--- config.mk ---
export PLATFORM = sky130hd
export DESIGN_NAME = store_txn_ctrl_gen
export DESIGN_NICKNAME = d
export VERILOG_FILES = /design/src/rtl/vlsu_pkg.sv /design/src/rtl/store_txn_ctrl_gen.sv
export SDC_FILE = /design/constraint.sdc
export NUM_CORES = 1
export LEC_CHECK = 0
export CAP_MARGIN = 0
export CORE_ASPECT_RATIO = 1.2
export CORE_MARGIN = 2
export CORE_UTILIZATION = 59
export CTS_BUF_LIST = sky130_fd_sc_hd__clkbuf_8
export DETAILED_ROUTE_END_ITERATION = 10
export PLACE_DENSITY_LB_ADDON = 0.15
export SYNTH_ARGS = -nofsm -noshare
export SYNTH_HDL_FRONTEND = slang
export SYNTH_SLANG_ARGS = --single-unit
--- constraint.sdc ---
create_clock -name clk_i -period 13.8 [get_ports clk_i]
set_clock_uncertainty 0.2 [all_clocks]
set_input_delay 1.38 -clock clk_i [delete_from_list [all_inputs] [get_ports clk_i]]
set_output_delay 1.38 -clock clk_i [all_outputs]
set_load 0.005 [all_outputs]
--- src/rtl/vlsu_pkg.sv ---
`default_nettype none
// Shared VLSU types: per-beat store control record and the burst-split helper
// used by the store (and load) transaction generators.
package vlsu_pkg;

    localparam int unsigned VlsuAxiDataWidth = 128;
    localparam int unsigned VlsuAxiAddrWidth = 64;
    localparam int unsigned VlsuReqLenWidth  = 32;
    localparam int unsigned BusBytes         = VlsuAxiDataWidth / 8;
    localparam int unsigned BusNibbles       = 2 * BusBytes;
    localparam int unsigned BusSize          = $clog2(BusBytes);
    localparam int unsigned BusNSize         = $clog2(BusNibbles);

    typedef struct packed {
        logic [VlsuAxiAddrWidth-1:0] addr;
        logic                        isHead;
        logic [7:0]                  rmnBeat;
        logic [BusNSize:0]           lbN;
        logic                        isFinalTxn;
    } txn_ctrl_t;

    typedef struct packed {
        logic [8:0]                 beats;
        logic [VlsuReqLenWidth-1:0] txn_bytes;
        logic [BusNSize:0]          lbN;
    } store_split_t;

    // Largest burst starting at addr that stays inside one 4 KiB page and
    // within max_burst_len beats; lbN counts valid nibbles in the last beat.
    function automatic store_split_t calc_store_split(
        input logic [VlsuAxiAddrWidth-1:0] addr,
        input logic [VlsuReqLenWidth-1:0]  rmn_bytes,
        input int unsigned                 max_burst_len = 256
    );
        logic [BusSize-1:0]         off;
        logic [12:0]                lim4k;
        logic [VlsuReqLenWidth-1:0] lim_bl;
        logic [VlsuReqLenWidth-1:0] txn;
        logic [VlsuReqLenWidth:0]   span;
        logic [BusSize:0]           last_bytes;
        store_split_t               res;
        off    = addr[BusSize-1:0];
        lim4k  = 13'd4096 - {1'b0, addr[11:0]};
        lim_bl = VlsuReqLenWidth'(max_burst_len * BusBytes) - VlsuReqLenWidth'(off);
        txn    = rmn_bytes;
        if (VlsuReqLenWidth'(lim4k) < txn) txn = VlsuReqLenWidth'(lim4k);
        if (lim_bl < txn) txn = lim_bl;
        span       = {1'b0, txn} + (VlsuReqLenWidth+1)'(off);
        last_bytes = {1'b0, BusSize'(span[BusSize-1:0] - BusSize'(1))} + (BusSize+1)'(1);
        res.beats     = 9'((span + (VlsuReqLenWidth+1)'(BusBytes - 1)) >> BusSize);
        res.txn_bytes = txn;
        res.lbN       = {last_bytes, 1'b0};
        return res;
    endfunction

endpackage
`default_nettype wire

--- src/rtl/store_txn_ctrl_gen.sv ---
`default_nettype none
// Splits one unit-stride store request into AXI4 INCR bursts (one AW each)
// and a per-beat txn_ctrl_t stream for the store data packer.
module store_txn_ctrl_gen
    import vlsu_pkg::*;
#(
    parameter int unsigned           AxiDataWidth = VlsuAxiDataWidth,
    parameter int unsigned           AxiAddrWidth = VlsuAxiAddrWidth,
    parameter int unsigned           AxiIdWidth   = 4,
    parameter logic [AxiIdWidth-1:0] AxiId        = '0,
    parameter int unsigned           MaxBurstLen  = 256,
    parameter int unsigned           ReqLenWidth  = VlsuReqLenWidth
) (
    input  logic                    clk_i,
    input  logic                    rst_ni,
    input  logic                    req_valid_i,
    output logic                    req_ready_o,
    input  logic [AxiAddrWidth-1:0] req_addr_i,
    input  logic [ReqLenWidth-1:0]  req_nr_bytes_i,
    output logic                    aw_valid_o,
    input  logic                    aw_ready_i,
    output logic [AxiAddrWidth-1:0] aw_addr_o,
    output logic [7:0]              aw_len_o,
    output logic [2:0]              aw_size_o,
    output logic [1:0]              aw_burst_o,
    output logic [AxiIdWidth-1:0]   aw_id_o,
    output logic                    txn_ctrl_valid_o,
    input  logic                    txn_ctrl_ready_i,
    output txn_ctrl_t               txn_ctrl_o
);

    localparam int unsigned BusSizeLocal = $clog2(AxiDataWidth / 8);

    typedef enum logic [1:0] {
        S_IDLE  = 2'd0,
        S_AW    = 2'd1,
        S_BEATS = 2'd2
    } state_t;

    state_t                  state, state_nxt;
    logic [AxiAddrWidth-1:0] cur_addr, cur_addr_nxt;
    logic [ReqLenWidth-1:0]  rmn_bytes, rmn_bytes_nxt;
    logic [ReqLenWidth-1:0]  txn_bytes, txn_bytes_nxt;
    logic [8:0]              beats, beats_nxt;
    logic [7:0]              rmn_beat, rmn_beat_nxt;
    logic [BusNSize:0]       lbn, lbn_nxt;
    logic                    is_final, is_final_nxt;
    store_split_t            split;

    assign split = calc_store_split(VlsuAxiAddrWidth'(cur_addr),
                                    VlsuReqLenWidth'(rmn_bytes), MaxBurstLen);

    always_ff @(posedge clk_i or negedge rst_ni) begin
        if (!rst_ni) begin
            state     <= S_IDLE;
            cur_addr  <= '0;
            rmn_bytes <= '0;
            txn_bytes <= '0;
            beats     <= '0;
            rmn_beat  <= '0;
            lbn       <= '0;
            is_final  <= 1'b0;
        end else begin
            state     <= state_nxt;
            cur_addr  <= cur_addr_nxt;
            rmn_bytes <= rmn_bytes_nxt;
            txn_bytes <= txn_bytes_nxt;
            beats     <= beats_nxt;
            rmn_beat  <= rmn_beat_nxt;
            lbn       <= lbn_nxt;
            is_final  <= is_final_nxt;
        end
    end

    always_comb begin
        state_nxt        = state;
        cur_addr_nxt     = cur_addr;
        rmn_bytes_nxt    = rmn_bytes;
        txn_bytes_nxt    = txn_bytes;
        beats_nxt        = beats;
        rmn_beat_nxt     = rmn_beat;
        lbn_nxt          = lbn;
        is_final_nxt     = is_final;
        req_ready_o      = 1'b0;
        aw_valid_o       = 1'b0;
        txn_ctrl_valid_o = 1'b0;
        case (state)
            S_IDLE: begin
                req_ready_o = 1'b1;
                if (req_valid_i) begin
                    cur_addr_nxt  = req_addr_i;
                    rmn_bytes_nxt = req_nr_bytes_i;
                    // Empty requests are consumed without producing a burst.
                    if (req_nr_bytes_i != '0) state_nxt = S_AW;
                end
            end
            S_AW: begin
                aw_valid_o = 1'b1;
                if (aw_ready_i) begin
                    beats_nxt     = split.beats;
                    txn_bytes_nxt = ReqLenWidth'(split.txn_bytes);
                    lbn_nxt       = split.lbN;
                    is_final_nxt  = (rmn_bytes == ReqLenWidth'(split.txn_bytes));
                    rmn_beat_nxt  = 8'(split.beats - 9'd1);
                    state_nxt     = S_BEATS;
                end
            end
            S_BEATS: begin
                txn_ctrl_valid_o = 1'b1;
                if (txn_ctrl_ready_i) begin
                    if (rmn_beat != 8'd0) begin
                        rmn_beat_nxt = rmn_beat - 8'd1;
                    end else begin
                        cur_addr_nxt  = cur_addr + AxiAddrWidth'(txn_bytes);
                        rmn_bytes_nxt = rmn_bytes - txn_bytes;
                        state_nxt     = is_final ? S_IDLE : S_AW;
                    end
                end
            end
            default: state_nxt = S_IDLE;
        endcase
    end

    assign aw_addr_o  = cur_addr;
    assign aw_len_o   = 8'(split.beats - 9'd1);
    assign aw_size_o  = 3'(BusSizeLocal);
    assign aw_burst_o = 2'b01;
    assign aw_id_o    = AxiId;

    // Nibble address: low bits give the start nibble offset inside the beat.
    assign txn_ctrl_o.addr       = VlsuAxiAddrWidth'({cur_addr, 1'b0});
    assign txn_ctrl_o.isHead     = ({1'b0, rmn_beat} == (beats - 9'd1));
    assign txn_ctrl_o.rmnBeat    = rmn_beat;
    assign txn_ctrl_o.lbN        = lbn;
    assign txn_ctrl_o.isFinalTxn = is_final;

endmodule
`default_nettype wire

# Word level (Yosys, flattened, before mapping)
# Cells that the tools add are included.
[totals]
register_bits = 153
inputBits = 101
word_cells = 64
[op_classes]
n_addsub = 11
n_eq_ne = 10
magnitude_cmp = 2
muxes = 24
reduce_logical = 9
[ops]
columns = ["operator", "n"]
rows = [
  ["2-to-1 mux 64 bit", 3],
  ["2-to-1 mux 32 bit", 5],
  ["one-hot mux 64 bit (2 select lines)", 1],
  ["adder 64 x 32 -> 64 bit", 1],
  ["one-hot mux 32 bit (2 select lines)", 1],
  ["equality test 32 bit", 1],
  ["less-than comparator 13 x 32 -> 1 bit", 1],
  ["less-than comparator 32 bit", 1],
  ["nonzero test 32 bit", 1],
  ["subtractor 32 bit", 1],
  ["2-to-1 mux 8 bit", 3],
  ["one-hot mux 8 bit (2 select lines)", 1],
  ["subtractor 8 x 1 -> 8 bit (second input constant)", 2],
  ["subtractor 13 x 4 -> 14 bit (first input constant)", 1],
  ["adder 13 x 4 -> 13 bit", 1],
  ["adder 13 x 4 -> 13 bit (second input constant)", 1],
  ["subtractor 13 x 12 -> 13 bit (first input constant)", 1],
  ["!= test 2 bit (second input constant)", 6],
  ["2-to-1 mux 2 bit", 5],
  ["equality test 8 x 9 -> 1 bit", 1],
  ["subtractor 9 x 1 -> 9 bit (second input constant)", 1],
  ["AND reduction 4 bit", 2],
  ["nonzero test 8 bit", 1],
  ["one-hot mux 2 bit (3 select lines)", 1],
  ["other kinds (9)", 13],
]

# Depth between registers and ports, before layout
# Gate-level depths: netlist of run 1.
[logic_depth]
depth_word = 10
ltp_mapped = 40
ltp_nobuf = 35

# Least setup slack after synthesis of run 1
# No wires, ideal clock.
[synth_path]
path_kind = "register to output"
startpoint = "reg cur_addr[1] (netlist: aw_addr_o[1])"
endpoint = "out aw_len_o[6]"
stages_incl_launch_ff = 37
t_arrival_ns = 8.275
required_time_ns = 12.220
slack_ns = 3.945
cell_sequence = "dfrtp_1 > inv_1 > ha_1 > nand2_1 > nor4_1 > xnor2_1 > ha_1 > a211o_1 > o211ai_1 > a21boi_0 > o31ai_4 > clkbuf_1 > clkbuf_1 > nor2_1 > a21oi_1 > ha_1 > o21a_1 > o21ai_0 > a21oi_1 > o2111ai_1 > o21ai_1 > buf_2 > clkbuf_1 > o21ai_0 > inv_1 > ha_1 > a21o_1 > a21oi_1 > xnor2_1 > nor4b_1 > nor2_1 > xnor2_1 > ha_1 > nand2_1 > mux2_2 > mux2i_1 > xor2_1"
[synth_rtl]
columns = ["item", "line_no", "source"]
rows = [
  ["start: declaration", "store_txn_ctrl_gen.sv:41", "logic [AxiAddrWidth-1:0] cur_addr, cur_addr_nxt;"],
  ["start signal: assignment", "store_txn_ctrl_gen.sv:65", "cur_addr <= cur_addr_nxt;"],
  ["end: declaration", "store_txn_ctrl_gen.sv:23", "output logic [7:0] aw_len_o,"],
]

==> results of run 1 <==
cell usage after synthesis, drive strengths merged, types with 10 or more instances:
cell | number | share of area
nor3 | 31 | 0.012
nand2 | 169 | 0.048
nor2 | 131 | 0.037
o31ai | 10 | 0.0067
inv | 82 | 0.023
o21ai | 114 | 0.043
buf | 90 | 0.047
a21oi | 149 | 0.057
nand3 | 48 | 0.018
a31oi | 25 | 0.012
dfrtp | 153 | 0.29
nor2b | 16 | 0.0076
o22ai | 15 | 0.0071
a21o | 46 | 0.026
a211oi | 18 | 0.010
and3 | 36 | 0.017
o211ai | 16 | 0.0095
nand4 | 19 | 0.0090
xor2 | 31 | 0.021
nand2b | 11 | 0.0058
clkbuf | 57 | 0.016
xnor2 | 66 | 0.044
ha | 97 | 0.092
a2bb2oi | 13 | 0.0086
nor4 | 32 | 0.016
o2111ai | 10 | 0.0066
mux2i | 19 | 0.014
flip-flops by register name (all words and copies together) (netlist names):
signal,flops
aw_addr_o,64
beats,9
is_final,1
lbn,5
rmn_beat,8
rmn_bytes,32
state,2
txn_bytes,32
power by group through the flow:
stage	Clock (mW)	Sequential [mW]	Combinational, mW
5_1_grt	0.363	0.942	4.34
6_report	0.344	0.915	3.96
3_3_place_gp	0	0.910	3.82
4_1_cts	0.347	0.909	3.93
3_5_place_dp	0	0.917	3.90
2_1_floorplan	0	0.845	2.67
through the flow:
stage	cell area [um^2]	power, mW	setup WS, ps	hold slack [ps]	util
after global routing	15700	5.65	863	321	0.722
after floorplan	13200	3.52	3940	270	-
after CTS	15700	5.18	1860	288	0.722
after global placement	15300	4.73	2570	261	0.705
after detailed placement	15300	4.81	2420	263	0.705
final	15700	5.22	1910	284	0.722
final timing paths:
kind	cells past startpoint	from	slack [ps]	end
worst max-delay path	32	aw_addr_o[1]	1910	aw_len_o[6]
worst min-delay path	2	lbn[3]	280	lbn[3]
worst max register to register	32	aw_addr_o[1]	4050	rmn_beat[6]
worst min register to register	2	lbn[3]	280	lbn[3]
max in group asynchronous	2	rst_ni	11230	aw_addr_o[61]
min in group asynchronous	1	rst_ni	730	aw_addr_o[8]
worst max-delay path, delay by kind of cell (launching register included):
| kind | cells | cell delay (ps) |
|---|---|---|
| fa+ha+maj | 5 | 1380 |
| compound gates | 11 | 3440 |
| simple gates | 6 | 1740 |
| xor+xnor | 4 | 790 |
| mux | 3 | 1180 |
| buf+inv | 3 | 840 |
| flops | 1 | 450 |
logic make-up (layout without fill, tap and decap cells):
| kind of cell | count (synthesis) | in the layout | synth area share |
|---|---|---|---|
| AND/OR/NAND/NOR | 545 | 545 | 0.201 |
| AO/OA/AOI/OAI | 492 | 492 | 0.239 |
| other | 2 | 11 | 0.000570 |
| flip-flops | 153 | 153 | 0.291 |
| multiplexers | 26 | 26 | 0.0207 |
| adder cells (fa/ha/maj) | 100 | 100 | 0.0967 |
| XOR/XNOR | 97 | 97 | 0.0645 |
| buffers and inverters | 230 | 379 | 0.0872 |
area by class of cell:
| class | instances | area, um^2 |
|---|---|---|
| clock inverters | 15 | 144 |
| fillers | 1733 | 6050 |
| inverters | 83 | 312 |
| clock buffers | 17 | 234 |
| repair buffers | 264 | 2620 |
| well taps | 274 | 343 |
| multi-input cells | 1271 | 8250 |
| flip-flops and latches | 153 | 3830 |
placed cells by master, fill, tap and decap left out, drive strengths merged, types with 10 or more instances in the layout:
master | synthesis | final
nand3 | 48 | 48
a31oi | 25 | 25
clkdlybuf4s50 | 0 | 252
conb | 2 | 11
nor4 | 32 | 32
o21ai | 114 | 114
o2111ai | 10 | 10
xor2 | 31 | 31
nor2b | 16 | 16
xnor2 | 66 | 66
mux2i | 19 | 19
nand2 | 169 | 169
a21o | 46 | 46
buf | 90 | 12
o211ai | 16 | 16
o31ai | 10 | 10
nor2 | 131 | 131
o22ai | 15 | 15
a2bb2oi | 13 | 13
and3 | 36 | 36
nand4 | 19 | 19
nor3 | 31 | 31
dfrtp | 153 | 153
ha | 97 | 97
clkbuf | 57 | 17
inv | 82 | 91
a21oi | 149 | 149
nand2b | 11 | 11
a211oi | 18 | 18
per-layer routing:
| layer | vias up | part of all wire | GRT usage |
|---|---|---|---|
| met1 | 6170 | 0.41 | 0.434 |
| met5 | - | 0.00032 | 0 |
| met3 | 100 | 0.064 | 0.0492 |
| li1 | 6148 | - | - |
| met2 | 519 | 0.48 | 0.566 |
| met4 | 2 | 0.044 | 0.157 |
==> key figures, run 1 <==
Critical path
  • Crit path kind: flip-flop to output pin
  • Worst Path Arrival: 10310 ps
  • Most frequent CP cell: ha_1
  • Worst Path Max Fanout: 24
  • Crit start category: flip-flop
  • WP data required: 12220 ps
  • Slowest stage cell, crit path: o31ai_4
  • Worst path max stage delay: 970 ps
  • Worst setup EP type: output pin

Drt
  • Total number of vias: 12900
  • Drt total wl: 40400 um
  • Antenna-violating nets left: 0
  • Wirelength per Cell: 19.4 um
  • Avg Vias per Cell: 6.23
  • Initial DRC count: 949
  • Post-route DRC: 0
  • Drt pass-1 iters: 5

Logic synthesis
  • Asr flop ratio synth: 1.00
  • Yosys cell types: 81
  • Yosys warns: 0
  • Synth Flop Type: dfrtp_1
  • Yosys reg bits: 153
  • Post-synth EDFFs: 0
  • Synthesized instance count: 1645
  • Mapped cell area: 13200 um^2
  • Syn Area/Cell: 8.01 um^2
  • Sequential area share after synthesis: 0.291

Floorplan
  • Row count: 59
  • Die extent in x: 140 um
  • Initial Util: 0.605
  • Core area: 21800 um^2
  • Die height: 168 um
  • IO Count: 265
  • Die ar.: 23500 um^2

Global route
  • Largest net degree at the start of global routing: 101
  • GRT Overall Usage: 0.339
  • Total gr overflow: 0
  • Vias in the first global route: 12400
  • First-pass GRT wire length: 64400 um
  • Number of antenna violations at the first check in global routing: 1

CTS
  • Buffer count from post-CTS setup fixing: 0
  • Post-CTS resize count: 0
  • CTS tree: built
  • CTS Buffer Depth: 2
  • CTS clock-pin slew for the worst setup and hold paths: 90 ps
  • Num CTS Buffers: 17
  • Worst skew pair latency: 480 ps
  • Htree depth: 4
  • Clk root buf: clkbuf_8
  • # clock sinks: 153
  • Hold_buf cts: 0

Timing
  • Slew Viols, Final: 0
  • Final hold violation count: 0
  • Post-route setup TNS: 0 ps
  • Number of setup violations in the final report: 0
  • Rel. slew slack: 0.192
  • RSZ-0062 raised after global routing: false
  • Fin crit share: 0.862
  • Fin crit period: 11890 ps
  • Slew @ Worst Pin: 1180 ps
  • FMAX: 84.1 MHz

Power
  • Cell area power density: 332 nW/um^2
  • LEAKAGE: 6.87 nW
  • Switching pwr: 2.60 mW
  • Power Internal: 2.62 mW
  • Comb power frac: 0.759
  • Reg power frac: 0.175
  • VDD IR-drop max: 0.236 mV
  • Sw Ratio: 0.497
  • Clock power frac: 0.066

Layout
  • Ant diodes: 0
  • Nets@finish: 1991
  • Cell Count, Final, Fillers Out: 2077
  • Layout area overhead: 19.4%
  • Share of cells above drive strength 1: 0.0422

Min path
  • Worst hold path type: flip-flop to flip-flop

Job
  • Max cap viols: 0

Placement
  • Post-placement cell count: 2045
  • IO buf count: 253
  • Placer Congestion: 0.964
  • HPWL after detailed placement: 30400 um

Status
  • Status: finished clean
(Power assumes the default switching activity.)
==> run 2: changes to the inputs <==
--- a/config.mk
+++ b/config.mk
@@ -8,7 +8,7 @@
 export CAP_MARGIN = 0
 export CORE_ASPECT_RATIO = 1.2
 export CORE_MARGIN = 2
-export CORE_UTILIZATION = 59
+export CORE_UTILIZATION = 45
 export CTS_BUF_LIST = sky130_fd_sc_hd__clkbuf_8
 export DETAILED_ROUTE_END_ITERATION = 10
 export PLACE_DENSITY_LB_ADDON = 0.15
==> run 2 against run 1 <==
  * Sequential power about the same
  * Highest routed layer unchanged
  * Largest power group unchanged
  * Count of clock-buffer cells in the layout increased by 3
  * Clock power rose by 14%
  * Largest cell class unchanged
  * Design area grew 1.2%
  * Combinational power barely moved
==> key figures, run 2 (synthesis gave the netlist of run 1 again) <==
Critical path
  • R2r setup slk: 3780 ps
  • Reg2reg end: rmn_beat[4]
  • Worst setup EP type: output pin
  • Worst Path Arrival: 10520 ps
  • Worst path max stage delay: 1000 ps
  • R2R depth: 32
  • Worst Path Max Fanout: 24
  • Most frequent CP cell: ha_1
  • Crit start category: flip-flop
  • WP data required: 12220 ps
  • Crit path kind: flip-flop to output pin
  • R2r startpoint: aw_addr_o[1]
  • Slowest stage cell, crit path: o31ai_4

Timing
  • Rel. slew slack: 0.261
  • RSZ-0062 raised after global routing: false
  • Fin crit share: 0.877
  • Final hold violation count: 0
  • Fin crit period: 12100 ps
  • Number of setup violations in the final report: 0
  • Post-route setup TNS: 0 ps
  • Final setup margin: 1700 ps
  • Slew Viols, Final: 0
  • FMAX: 82.7 MHz
  • Slew @ Worst Pin: 1110 ps

Global route
  • Vias in the first global route: 12100
  • First-pass GRT wire length: 66300 um
  • Largest net degree at the start of global routing: 93
  • GRT Overall Usage: 0.271
  • Total gr overflow: 0
  • Number of antenna violations at the first check in global routing: 1

Layout
  • Commonest non-fill, non-tap cell in the layout: clkdlybuf4s50_1
  • Layout area overhead: 20.8%
  • Fillers: 2853
  • Nets@finish: 1990
  • Share of cells above drive strength 1: 0.0394
  • Most frequent cells in the layout: 252 x clkdlybuf4s50_1, 169 x nand2_1, 153 x dfrtp_1, 149 x a21oi_1, 131 x nor2_1
  • Largest register FFs: 64
  • Core Util, Final: 0.553

Power
  • LEAKAGE: 6.90 nW
  • Switching pwr: 2.58 mW
  • Reg power frac: 0.174
  • Total power: 5.27 mW
  • Cell area power density: 331 nW/um^2
  • Comb power frac: 0.752
  • Power Internal: 2.68 mW
  • Clock power frac: 0.075
  • Sw Ratio: 0.491
  • VDD IR-drop max: 0.287 mV

Placement
  • Pre-CTS WS: 2260 ps
  • IO buf count: 253
  • HPWL after detailed placement: 31500 um
  • Placer Congestion: 0.918

Floorplan
  • Die extent in x: 160 um
  • Die ar.: 30700 um^2
  • Row count: 68
  • Initial Util: 0.458
  • Core area: 28800 um^2
  • IO Count: 265
  • Die height: 191 um

Min path
  • Hold path cells: 2
  • Hold EP: lbn[3]
  • Worst Hold Launch: lbn[3]
  • Worst hold path type: flip-flop to flip-flop

CTS
  • CTS tree: built
  • # clock sinks: 153
  • Num CTS Buffers: 17
  • CTS clock-pin slew for the worst setup and hold paths: 80 ps
  • Hold_buf cts: 0
  • Worst skew pair latency: 480 ps
  • Htree depth: 4
  • Post-CTS resize count: 0
  • Clk root buf: clkbuf_8
  • CTS Buffer Depth: 2
  • Buffer count from post-CTS setup fixing: 0

Drt
  • Drt total wl: 42000 um
  • Total number of vias: 12600
  • Initial DRC count: 726
  • Avg Vias per Cell: 5.77
  • Post-route DRC: 0
  • Drt pass-1 iters: 7
  • Wirelength per Cell: 19.2 um
  • Antenna-violating nets left: 0

Job
  • Max cap viols: 0

Status
  • Status: finished clean
-- run 2: power groups by stage --
stage          Combinational (mW)  Sequential, mW  Clock [mW]
5_1_grt                      4.39           0.950       0.414
3_3_place_gp                 3.88           0.916           0
3_5_place_dp                 3.93           0.922           0
6_report                     3.96           0.914       0.393
2_1_floorplan                2.67           0.845           0
4_1_cts                      3.96           0.914       0.396
-- run 2: routing by layer --
layer / wire length [um] / track usage / part of all wire
met2: 20600 / 0.466 / 0.49
met3: 2000 / 0.0421 / 0.048
met1: 18100 / 0.347 / 0.43
met4: 1200 / 0.0942 / 0.029
met5: 13 / 0 / 0.00031
-- run 2: cell type report --
| class | count | area (um^2) | share of cell area |
|---|---|---|---|
| timing repair buffer | 263 | 2610 | 0.164 |
| clock buffer | 20 | 275 | 0.0173 |
| sequential | 153 | 3830 | 0.241 |
| multi-input combinational | 1271 | 8250 | 0.518 |
| antenna | 1 | 2.50 | 0.000157 |
| tap | 385 | 482 | 0.0303 |
| clock inverter | 11 | 155 | 0.00975 |
| inverter | 83 | 312 | 0.0196 |
-- run 2: worst max-delay path, delay by kind of cell, from the launching register on --
kind / cells / cell delay, ps
flip-flops: 1 / 460
multiplexers: 3 / 1180
AO/OA/AOI/OAI: 11 / 3570
XOR/XNOR: 4 / 810
adder cells (fa/ha/maj): 5 / 1380
buffers and inverters: 3 / 840
AND/OR/NAND/NOR: 6 / 1800
-- run 2: per-stage QoR --
stage | cells | hold slack, ps | cell area [um^2]
after floorplan | 1654 | 270 | 13200
after global placement | 2155 | 260 | 15500
after detailed placement | 2155 | 268 | 15500
after CTS | 2186 | 289 | 15900
after global routing | 2186 | 314 | 15900
final | 2187 | 282 | 15900
-- run 2: how the worst max path moves through the flow --
stage | to | depth (start not counted) | slack, ps | from
3_3_place_gp | aw_len_o[6] | 32 | 2450 | aw_addr_o[1]
3_5_place_dp | aw_len_o[6] | 32 | 2260 | aw_addr_o[1]
5_1_grt | aw_len_o[6] | 32 | 940 | aw_addr_o[1]
6_report | aw_len_o[6] | 32 | 1700 | aw_addr_o[1]
4_1_cts | aw_len_o[6] | 32 | 1700 | aw_addr_o[1]
2_1_floorplan | aw_len_o[6] | 36 | 3940 | aw_addr_o[1]
==> RTL edit 1, RTL diff (config.mk and constraints of run 2) <==
Take the reset off `cur_addr`, `rmn_bytes` and `txn_bytes` and load them in a clocked block of their own.
--- a/src/rtl/store_txn_ctrl_gen.sv
+++ b/src/rtl/store_txn_ctrl_gen.sv
@@ -54,7 +54,4 @@
         if (!rst_ni) begin
             state     <= S_IDLE;
-            cur_addr  <= '0;
-            rmn_bytes <= '0;
-            txn_bytes <= '0;
             beats     <= '0;
             rmn_beat  <= '0;
@@ -63,7 +60,4 @@
         end else begin
             state     <= state_nxt;
-            cur_addr  <= cur_addr_nxt;
-            rmn_bytes <= rmn_bytes_nxt;
-            txn_bytes <= txn_bytes_nxt;
             beats     <= beats_nxt;
             rmn_beat  <= rmn_beat_nxt;
@@ -71,4 +65,10 @@
             is_final  <= is_final_nxt;
         end
+    end
+
+    always_ff @(posedge clk_i) begin
+        cur_addr  <= cur_addr_nxt;
+        rmn_bytes <= rmn_bytes_nxt;
+        txn_bytes <= txn_bytes_nxt;
     end
 
Behaviour: not the same (a bounded check fails within 4 cycles, from zero or initial values and one cycle with rst_ni low).
==> RTL edit 1 against run 2 <==
- area after synthesis is 3.5% lower
- total power is 27% lower
- routed wire length is 9.9% lower
- critical endpoint unchanged
- setup slack worse by 0.61 ns
- critical path depth is 2 higher
- die area is 3.5% lower
- sequential cell count stayed put
- design area is 2.2% lower
==> RTL edit 1: results (changes against run 2) <==
| Metric | Value |
|---|---|
| Status | complete, no violations |
| Share of layout cells above drive strength 1 | 4.005% (+0.063 points) |
| Reg2reg end | rmn_beat[6]$_DFFE_PN0P_ |
| Synth top cells by count | nand2_1 (183), o21ai_0 (136), edfxtp_1 (128), ha_1 (97), inv_1 (89) |
| Leak Pwr | 0.006403 uW (-7.3%) |
| Global placement routability congestion | 0.9240 (+0.62%) |
| Post-DP HPWL | 29.21 mm (-7.3%) |
| Met1 WL | 15.58 mm (-14%) |
| Htree depth | 4 (unchanged) |
| R2r worst-path depth | 34 (+6.3%) |
| Met3 Track Usage GR | 3.536% (-0.67 points) |
| Worst Hold Path EP | lbn[5]$_DFFE_PN0P_ |
| Worst setup margin | 1.094 ns (-0.6066 ns) |
| Post-layout net count | 1836 (-7.7%) |
| Post-synthesis sequential area ratio | 35.17% (+6.1 points) |
| First-pass GRT wire length | 59.34 mm (-10%) |
| Final hold slack | 0.2819 ns (-0.0005160 ns) |
| Largest net degree at the start of global routing | 101 (+8.6%) |
| GRT met1 Usage | 31.28% (-3.4 points) |
| Clock root buffer | clkbuf_8 |
| Initial drt markers | 750 (+3.3%) |
| Worst-Skew Late Latency | 0.46 ns (-0.02 ns) |
| Met3 Wirelength | 1.844 mm (-7.9%) |
| Min-delay worst type | reg -> reg |
| TritonCTS Buffers | 17 (unchanged) |
| HP Start | lbn[5]$_DFFE_PN0P_ |
| P_clk | 342 uW (-13%) |
| Crit-path slowest cell | nor4b_1 |
| P_seq | 938 uW (+2.6%) |
| Vias in the first global route | 11186 (-7.6%) |
| Slew @ Worst Pin | 1.116 ns (+0.007927 ns) |
| Post-synth EDFFs | 128 (+128) |
| Worst vdd rail ir drop | 0.1949 mV (-32%) |
| Synth area leaders | edfxtp_1 (30%), ha_1 (9.6%), xnor2_1 (5.9%) |
| DR pass1 iterations | 5 (-2) |
| # resized after CTS | 0 (unchanged) |
| Reg power frac | 24.3% (+6.9 points) |
| Met2 Resource Use GR | 45.21% (-1.4 points) |
| Worst r2r src | aw_addr_o[1]$_DFFE_PP_ |
| Critical Path Max Stage Delay | 0.95 ns (-0.05 ns) |
| Post-synth ARST share | 16.34% (-84 points) |
| Detailed-route wire length per cell | 18.65 um (-2.9%) |
| R2R Setup Slk | 3.10 ns (-0.68 ns) |
| Syn Inst Count | 1447 (-12%) |
| Max reg flops | 64 (unchanged) |
| Critical Path AT | 11.13 ns (+0.61 ns) |
| Placed Area | 15180 um2 (-1.9%) |
| Top sig layer | met5 |
| Distinct cells, synth | 74 (-8.6%) |
| Total GRT Usage | 25.44% (-1.6 points) |
| Initial antenna violation count | 3 (+2) |
| Switching power | 1801 uW (-30%) |
| Pre-CTS WS | 1.725 ns (-0.5296 ns) |
| Met2 Routed Length | 19.29 mm (-6.5%) |
| CTS Buffer Depth | 2 (unchanged) |
| Fin cells | 2029 (-7.2%) |
| Critical path peak fanout | 20 (-17%) |
| Via/cell ratio | 5.558 (-3.7%) |
-- RTL edit 1: changes by cell type in the layout (fill, tap and decap cells not counted), sizes merged, moves of 16 or more --
cell,before,now
dfrtp,153,25
edfxtp,0,128
a21oi,149,80
nor2,131,65
xor2,31,55
o21ai,114,137
xnor2,66,86
conb,11,30
a31oi,25,9
-- RTL edit 1: kinds of logic after synthesis --
kind of cell	after synthesis	share of synthesized area, %
compound gates	382	19.07
mux	10	0.8173
xor+xnor	141	9.778
simple gates	443	16.46
buf+inv	216	8.616
fa+ha+maj	100	10.02
flops	153	35.17
other cells	2	0.05911
-- RTL edit 1: critical path: cells and delay by family, from the launching register on --
family | cells | cell delay [ns]
buffers and inverters | 4 | 1.06
flip-flops | 1 | 0.50
AO/OA/AOI/OAI | 10 | 3.13
adder cells (fa/ha/maj) | 5 | 1.57
multiplexers | 1 | 0.14
XOR/XNOR | 4 | 0.92
AND/OR/NAND/NOR | 10 | 3.34
-- RTL edit 1: worst max-delay path by stage --
stage                           startpoint  depth (start not counted)     endpoint
floorplan           aw_addr_o[1]$_DFFE_PP_                         40  aw_len_o[6]
finish              aw_addr_o[1]$_DFFE_PP_                         34  aw_len_o[6]
global placement    aw_addr_o[1]$_DFFE_PP_                         34  aw_len_o[6]
detailed placement  aw_addr_o[1]$_DFFE_PP_                         34  aw_len_o[6]
global route        aw_addr_o[1]$_DFFE_PP_                         35  aw_len_o[6]
CTS                 aw_addr_o[1]$_DFFE_PP_                         34  aw_len_o[6]
-- RTL edit 1: area by class of cell --
cell class,count,area (um2)
repair buffers,265,2623
diodes,2,5.005
fillers,2626,12280
inverters,92,345.3
clock inverters,15,138.9
flip-flops and latches,153,4469
well taps,379,474.2
clock buffers,17,234.0
multi-input cells,1106,7267
==> RTL edit 2, RTL diff (settings of run 2) <==
Made on the original files. Set the package constant `VlsuReqLenWidth` to 64 (it was 32).
--- a/src/rtl/vlsu_pkg.sv
+++ b/src/rtl/vlsu_pkg.sv
@@ -6,5 +6,5 @@
     localparam int unsigned VlsuAxiDataWidth = 128;
     localparam int unsigned VlsuAxiAddrWidth = 64;
-    localparam int unsigned VlsuReqLenWidth  = 32;
+    localparam int unsigned VlsuReqLenWidth  = 64;
     localparam int unsigned BusBytes         = VlsuAxiDataWidth / 8;
     localparam int unsigned BusNibbles       = 2 * BusBytes;
Interface: changed (resized req_nr_bytes_i); port bits go from 265 to 297. The function was not compared with the original's and may differ.
==> RTL edit 2 against run 2 <==
- sequential cell count grew 64
- critical path type unchanged
- die area grew 43%
- sequential power grew 33%
- total power grew 36%
- largest cell class unchanged
- area after synthesis grew 44%
- synthesized cell count grew 44%
- register-to-register slack lost 0.25 ns
- design area grew 42%
- worst hold slack lost 0.0088 ns
- setup slack lost 0.33 ns
- maximum frequency shrank 2.7%
- combinational power grew 32%
- utilization shrank 0.91 points
- routed wire length grew 68%
==> RTL edit 2: results (changes against run 2) <==
| Metric | Value |
|---|---|
| Htree depth | 2 (-2) |
| Worst-path clk slew | 0.06 ns (-0.02 ns) |
| IO buf count | 285 (+13%) |
| First-pass GRT wire length | 107.2 mm (+62%) |
| Synth area leaders | dfrtp_1 (29%), ha_1 (11%), o21ai_0 (6.3%) |
| Initial antenna violation count | 3 (+2) |
| Slew @ Worst Pin | 1.063 ns (-0.04599 ns) |
| Detailed-route wire length per cell | 22.54 um (+17%) |
| Vias in the first global route | 18485 (+53%) |
| Initial drt markers | 1275 (+76%) |
| Switching power | 3573 uW (+38%) |
| Critical Path AT | 10.85 ns (+0.33 ns) |
| R2r worst-path depth | 33 (+3.1%) |
| Syn Inst Count | 2373 (+44%) |
| HP Start | lbn[4]$_DFFE_PN0P_ |
| Worst-Skew Late Latency | 0.62 ns (+0.14 ns) |
| Post-DP HPWL | 54.45 mm (+73%) |
| Filler cell count | 3974 (+39%) |
| Distinct cells, synth | 100 (+23%) |
| Via/cell ratio | 5.945 (+3.0%) |
| TritonCTS Buffers | 42 (+25) |
| Crit-path slowest cell | o21ai_0 |
| Worst vdd rail ir drop | 0.3755 mV (+31%) |
| CTS Buffer Depth | 3 (+1) |
| DR pass1 iterations | 5 (-2) |
| Status | complete, no violations |
| Worst Hold Path EP | lbn[4]$_DFFE_PN0P_ |
| Total GRT Usage | 31.86% (+4.8 points) |
| Cells after DPL | 3051 (+42%) |
| Final hold slack | 0.2736 ns (-0.008833 ns) |
| R2R Setup Slk | 3.53 ns (-0.25 ns) |
==> RTL edit 2: power groups by stage <==
stage / Clock (uW) / Sequential, uW / Combinational (uW)
3_3_place_gp: 0 / 1220 / 5110
2_1_floorplan: 0 / 1110 / 3500
4_1_cts: 741 / 1220 / 5190
3_5_place_dp: 0 / 1230 / 5160
6_report: 729 / 1220 / 5220
5_1_grt: 769 / 1260 / 5700
==> RTL edit 2: kinds of logic (layout without fill, tap and decap cells) <==
family	count (synthesis)	after routing	share of synthesized area, %
xor+xnor	166	166	7.701
mux	8	8	0.4417
simple gates	712	712	18.12
flops	217	217	28.61
buf+inv	315	512	7.846
compound gates	789	789	26.26
other cells	2	13	0.03957
fa+ha+maj	164	164	10.97
==> RTL edit 2: per-stage QoR <==
step / worst slack [ns] / utilization [%] / instance area (um2)
5_1_grt: 0.6029 / 54.40 / 22660
2_1_floorplan: 3.300 / - / 19010
6_report: 1.369 / 54.41 / 22660
4_1_cts: 1.365 / 54.40 / 22660
3_3_place_gp: 2.203 / 52.21 / 21750
3_5_place_dp: 2.039 / 52.21 / 21750
==> RTL edit 2: final cells by class <==
cell class	instances	area (um2)	share of cell area [%]
Timing Repair Buffer	307	3023	13.34
Clock buffer	52	715.7	3.158
Multi-Input combinational cell	1850	12110	53.45
Clock inverter	22	196.4	0.8667
Inverter	131	494.2	2.181
Antenna cell	2	5.005	0.02208
Sequential cell	217	5434	23.98
Tap cell	546	683.2	3.014
==> RTL edit 2: critical path: cells and delay by family, from the launching register on <==
kind            cells  cell delay [ns]
compound gates     15             4.57
xor+xnor            4             1.00
fa+ha+maj           5             1.47
buf+inv             4             1.10
flops               1             0.48
mux                 1             0.29
simple gates        4             1.30
==> RTL edit 2: how the worst max path moves through the flow <==
stage                             startpoint          end  slack, ns  cells after the start
detailed placement  aw_addr_o[1]$_DFFE_PN0P_  aw_len_o[4]       2.04                     33
finish              aw_addr_o[1]$_DFFE_PN0P_  aw_len_o[4]       1.37                     33
global placement    aw_addr_o[1]$_DFFE_PN0P_  aw_len_o[7]       2.20                     33
floorplan           aw_addr_o[1]$_DFFE_PN0P_  aw_len_o[7]       3.30                     38
CTS                 aw_addr_o[1]$_DFFE_PN0P_  aw_len_o[4]       1.37                     33
global route        aw_addr_o[1]$_DFFE_PN0P_  aw_len_o[7]       0.60                     34
==> RTL edit 2: layer usage <==
metal / vias up / wire (um) / global-route usage, %
li1: 8893 / - / -
met1: 8865 / 28560 / 38.41
met2: 666 / 34160 / 54.41
met3: 166 / 3730 / 4.192
met4: 0 / 4027 / 17.60
met5: - / 0 / 0
